File: src/rtl/pipe_stage_elastic.sv
// Generic elastic pipeline latch: DEPTH register stages with valid/ready
// handshake, bubble collapsing, global stall/flush and an occupancy count.
module pipe_stage_elastic #(
    parameter int DATA_W       = 32,
    parameter int DEPTH        = 1,
    parameter int ZERO_INVALID = 1
) (
    input  logic                         CLK,
    input  logic                         RST,
    input  logic                         in_valid,
    output logic                         in_ready,
    input  logic [DATA_W-1:0]            in_data,
    output logic                         out_valid,
    input  logic                         out_ready,
    output logic [DATA_W-1:0]            out_data,
    input  logic                         stall,
    input  logic                         flush,
    output logic [$clog2(DEPTH+1)-1:0]   count
);

    localparam int CNT_W = $clog2(DEPTH + 1);

    logic [DEPTH-1:0]             v_q, v_d;
    logic [DEPTH-1:0][DATA_W-1:0] d_q, d_d;
    logic [DEPTH-1:0]             rdy;
    logic                         rdy_acc;
    logic                         in_fire;

    // A stage is ready when it or any stage downstream of it is empty,
    // or the consumer takes the head; accumulated from the output end.
    always_comb begin
        rdy     = '0;
        rdy_acc = out_ready;
        for (int unsigned i = 0; i < DEPTH; i++) begin
            rdy_acc            = rdy_acc | !v_q[DEPTH-1-i];
            rdy[DEPTH-1-i]     = rdy_acc;
        end
    end

    always_comb begin
        in_ready  = rdy[0] & !stall & !flush & !RST;
        out_valid = v_q[DEPTH-1] & !stall & !flush;
        in_fire   = in_valid & in_ready;
        if ((ZERO_INVALID != 0) && !out_valid) begin
            out_data = '0;
        end else begin
            out_data = d_q[DEPTH-1];
        end
    end

    always_comb begin
        v_d = v_q;
        d_d = d_q;
        if (flush) begin
            v_d = '0;
            d_d = '0;
        end else if (!stall) begin
            if (rdy[0]) begin
                v_d[0] = in_fire;
                if (in_fire) begin
                    d_d[0] = in_data;
                end
            end
            for (int unsigned k = 1; k < DEPTH; k++) begin
                if (rdy[k]) begin
                    v_d[k] = v_q[k-1];
                    if (v_q[k-1]) begin
                        d_d[k] = d_q[k-1];
                    end
                end
            end
        end
    end

    always_comb begin
        count = '0;
        for (int unsigned k = 0; k < DEPTH; k++) begin
            count = count + CNT_W'(v_q[k]);
        end
    end

    always_ff @(posedge CLK or posedge RST) begin
        if (RST) begin
            v_q <= '0;
            d_q <= '0;
        end else begin
            v_q <= v_d;
            d_q <= d_d;
        end
    end

endmodule

File: config.mk
export PLATFORM = sky130hd
export DESIGN_NAME = pipe_stage_elastic
export DESIGN_NICKNAME = d
export VERILOG_FILES = /design/src/rtl/pipe_stage_elastic.sv
export SDC_FILE = /design/constraint.sdc
export NUM_CORES = 1
export LEC_CHECK = 0
export ABC_CLOCK_PERIOD_IN_PS = 4000
export CAP_MARGIN = 0
export CORE_UTILIZATION = 47
export CTS_BUF_LIST = sky130_fd_sc_hd__clkbuf_16
export DETAILED_ROUTE_END_ITERATION = 16
export PLACE_DENSITY_LB_ADDON = 0.1
export SYNTH_ARGS = -nofsm -noshare
export SYNTH_HDL_FRONTEND = slang
export SYNTH_SLANG_ARGS = --single-unit
export TNS_END_PERCENT = 10
File: constraint.sdc
create_clock -name CLK -period 4 [get_ports CLK]
set_input_delay 0.6 -clock CLK [delete_from_list [all_inputs] [get_ports CLK]]
set_output_delay 0.6 -clock CLK [all_outputs]
set_load 0.01 [all_outputs]
Word level (Yosys, flattened, before mapping). Cells that the tools add are included.

Memories kept: 0. Latch bits: 0. Bits in registers: 33. ROM bits: 0. Bits in writable memories: 0.

Divide/modulo/power cells: 0. $add $sub $neg: 0. Multiplexer cells: 8. Reduce and logical (&&, ||, !) cells: 8. Shift operators: 0. Multiply operators: 0. Equality and inequality tests: 1. Magnitude comparators: 0. Bitwise logic cells: 7.

Operator list (count): $mux 32 (5); $and 1x1->1 (6); $logic_not 1->1 (4); $reduce_bool 2->1 (2); $mux 1 (3); $reduce_and 3->1 (1); $ne 2x1->1 const B (1); $reduce_and 2->1 (1); $or 1x1->1 (1).

Depth between registers and ports, before layout.
Depth after elaboration: 10. Depth in mapped cells: 4. Depth with buffers taken out: 3.

Least setup slack after synthesis. No wires, ideal clock.

Kind: input to register. Start point: input port RST. End point: register d_q[10] (netlist bit). Arrival: 2.164 ns. Required time: 3.875 ns. Cell stages on the path: 4. Setup time: 0.125 ns. Slack: 1.711 ns. Cells stage by stage: inv_1 > o2111ai_4 > buf_6 > mux2_4.

Cells in the longest elaborated chain, start to end: 5.

RTL lines: start, declared (line 9) `input logic RST,`; $logic_not 1->1 (no line); $and 1x1->1 (line 41) `in_ready = rdy[0] & !stall & !flush & !RST;`; $and 1x1->1 (line 43) `in_fire = in_valid & in_ready;`; $reduce_bool 2->1 (no line); $reduce_and 3->1 (no line); end signal, assigned (line 85) `d_q <= '0;`; end signal, assigned (line 88) `d_q <= d_d;`; end, declared (line 24) `logic [DEPTH-1:0][DATA_W-1:0] d_q, d_d;`.

Every way passes these cells. A chain may end at the register's enable or synchronous reset.

Worst setup path after layout.
Start point: input port stall. End point: output port in_ready.

Cells in the longest elaborated chain, start to end: 4.

RTL lines: start, declared (line 16) `input logic stall,`; $logic_not 1->1; $and 1x1->1 (3 in series) (line 41); end, declared (line 11) `output logic in_ready,`.

Every way passes these cells.

==> out/results.txt <==
status: finished, final reports clean
type of the worst min-delay path: flip-flop to flip-flop
Hold Path Stages: 2
post-CTS setup repair buffer count: 0
Critical Path Start Type: input port
layout net count: 259
IO buf count: 72
antenna violations before repair: 0
global-route wire length before repair: 6.58 mm
hold worst-path end: d_q[22]$_DFFE_PP0P_
Root Buffer: clkbuf_16
Max stage delay on crit path: 0.55 ns
final setup fails: 0
clk buf depth: 2
worst r2r src: v_q$_DFFE_PP0P_
Max Slew Vio Count: 0
Critical Path End Type: primary output
post_cts resized: 0
met1 WL: 1.84 mm
largest net degree at the start of global routing: 35
synth unique cells: 16
TritonCTS clock tree: built
area of the core: 3720 sq um
CP cell instances: clkdlybuf4s50_1 > nor2_4 > o21ai_0 > nor2_1 > clkdlybuf4s50_1
htree depth: 2
Fmax achieved: 0.325 GHz
final wirelength: 4.14 mm
Final period util: 76.9%
via/cell ratio: 5.14
Simple-Gate Fraction of Synth Area: 23.8%
vias in the first global route: 1,385
via count: 1,388
CP most frequent cell: clkdlybuf4s50_1
clk slew on worst S/H paths: 0.05 ns
synth-to-layout area growth: 49.0%
Die X: 64.7 microns
xor/xnor share of the synthesized area: 0%
syn avg cell area: 12.3 sq um
crit-path max FO: 34
setup_tns: 0 ns
Max VDD drop: 0.284 mV
worst-skew pair later-pin latency: 0.27 ns
gr ovfl total: 0
Initial Util: 49.8%
Synth Area in Adders: 0%
post-detail-place hpwl: 2.73 mm
slowest stage cell on the critical path: nor2_4
R2R setup slack: 2.05 ns
clk sink count: 33
TritonRoute pass-1 iters: 4
uppermost layer routed: met4
share of layout cells above drive strength 1: 23.0%
register area: 826 sq um
fill count: 275
gpl congestion: 0.765
hold_sp: d_q[22]$_DFFE_PP0P_
final hold viol count: 0
Slew HR: 52.3%
largest family of logic cells by synthesized area: multiplexers
Pleak: 0.00141 uW
crit path DAT: 2.47 ns
reg2reg path depth: 4
met3 WL: 187 microns
WP data required: 3.40 ns
row count: 22
die height: 64.7 microns
RSZ-0062 raised after global routing: false
compound-cell area share of the yosys netlist: 2.10%
Power Dens Cells: 314 nW/um^2
Tightest Pin Transition: 0.715 ns
post-synthesis mux area share: 25.4%
Synth Register Bits: 33
DR WL/cell: 15.3 microns
fin crit period: 3.07 ns
Post-Synthesis Net Count: 188
clk_skew: 0.00405 ns
Top-Level Pins: 73
die area: 4190 sq um
CP Class: input port to primary output
antenna diode count: 0
worst reg2reg path endpoint: d_q[28]$_DFFE_PP0P_
Routed Antenna Nets: 0
area of the multi-input gates: 948 sq um
wire length on met2: 2.06 mm
CTS buffer count: 5
max-capacitance violation count: 0
mapped cell area: 1850 sq um
GRT Util Overall: 20.8%
hold_buf cts: 0
YS warnings: 0
DRC violation count after routing: 0
Mapped Cells: 150
sequential area share after synthesis: 44.7%
DRT iter0 DRCs: 74
Util after Layout: 74.1%
cell usage after synthesis:
| master | number | share of area, % |
|---|---|---|
| dfrtp_1 | 33 | 45 |
| and3_1 | 29 | 9.8 |
| mux2_4 | 29 | 24 |
| nor2b_1 | 29 | 9.8 |
| clkbuf_1 | 9 | 1.8 |
| and2b_2 | 4 | 1.9 |
| and3_2 | 3 | 1.2 |
| buf_6 | 3 | 1.8 |
| mux2_2 | 3 | 1.8 |
| inv_1 | 2 | 0.41 |
| nor2_1 | 1 | 0.20 |
| nor2_4 | 1 | 0.61 |
| nor3_1 | 1 | 0.27 |
| o2111ai_4 | 1 | 1.4 |
| o21ai_0 | 1 | 0.27 |
| o31ai_1 | 1 | 0.41 |
cell families (layout without fill, tap and decap cells):
logic type	count (synthesis)	count (layout)
muxes	32	32
buffers and inverters	14	86
and+or+nand+nor	68	68
AOI/OAI and AO/OA	3	3
DFF	33	33
final cells by class:
| cell class | count | area share, % |
|---|---|---|
| well taps | 48 | 2.18 |
| inverters | 2 | 0.272 |
| multi-input cells | 103 | 34.4 |
| clock buffers | 5 | 4.54 |
| repair buffers | 76 | 27.2 |
| clock inverters | 3 | 1.36 |
| flip-flops and latches | 33 | 30.0 |
sequential cells by signal, summed over array words and instances, names as in the netlist:
register / cells
d_q: 32
v_q: 1
how the worst max path moves through the flow:
stage,startpoint,to,slack (ns),depth (start not counted)
5_1_grt,stall,in_ready,0.78,5
4_1_cts,stall,in_ready,0.93,5
2_1_floorplan,RST,d_q[10]$_DFFE_PP0P_,1.71,4
6_report,stall,in_ready,0.93,5
3_5_place_dp,flush,in_ready,0.93,5
3_3_place_gp,flush,in_ready,0.98,5
per-stage QoR:
stage / hold WS, ns / cells / power (uW) / worst slack, ns / area, sq um
floorplan: 0.587 / 150 / 404 / 1.71 / 1850
global placement: 0.598 / 262 / 454 / 0.978 / 2590
detailed placement: 0.611 / 262 / 457 / 0.932 / 2590
CTS: 0.624 / 270 / 873 / 0.934 / 2760
global route: 0.653 / 270 / 898 / 0.779 / 2760
finish: 0.625 / 270 / 864 / 0.925 / 2760
layer usage:
| layer | GRT usage (%) | up-vias |
|---|---|---|
| li1 | - | 653 |
| met4 | 5.83 | 0 |
| met1 | 26.2 | 687 |
| met5 | 0 | - |
| met2 | 34.9 | 42 |
| met3 | 5.63 | 6 |
cell usage in the layout, fill, tap and decap left out, drive strengths merged:
cell type | synthesis | routed
nor2b | 29 | 29
mux2 | 32 | 32
o31ai | 1 | 1
buf | 3 | 4
clkinv | 0 | 1
clkbuf | 9 | 5
and2b | 4 | 4
nor3 | 1 | 1
o2111ai | 1 | 1
inv | 2 | 3
dfrtp | 33 | 33
clkdlybuf4s50 | 0 | 72
bufinv | 0 | 1
and3 | 32 | 32
nor2 | 2 | 2
o21ai | 1 | 1
power breakdown:
part           leakage [uW]  internal (uW)  switching (uW)
registers          0.000454            346            5.00
logic              0.000870           60.6            39.9
clock network     0.0000826            288             124
critical path, delay by kind of cell:
kind | cells | cell delay, ns
AO/OA/AOI/OAI | 1 | 0.19
buffers and inverters | 2 | 1.01
AND/OR/NAND/NOR | 2 | 0.67
No activity file was read; power rests on OpenSTA's default activity.
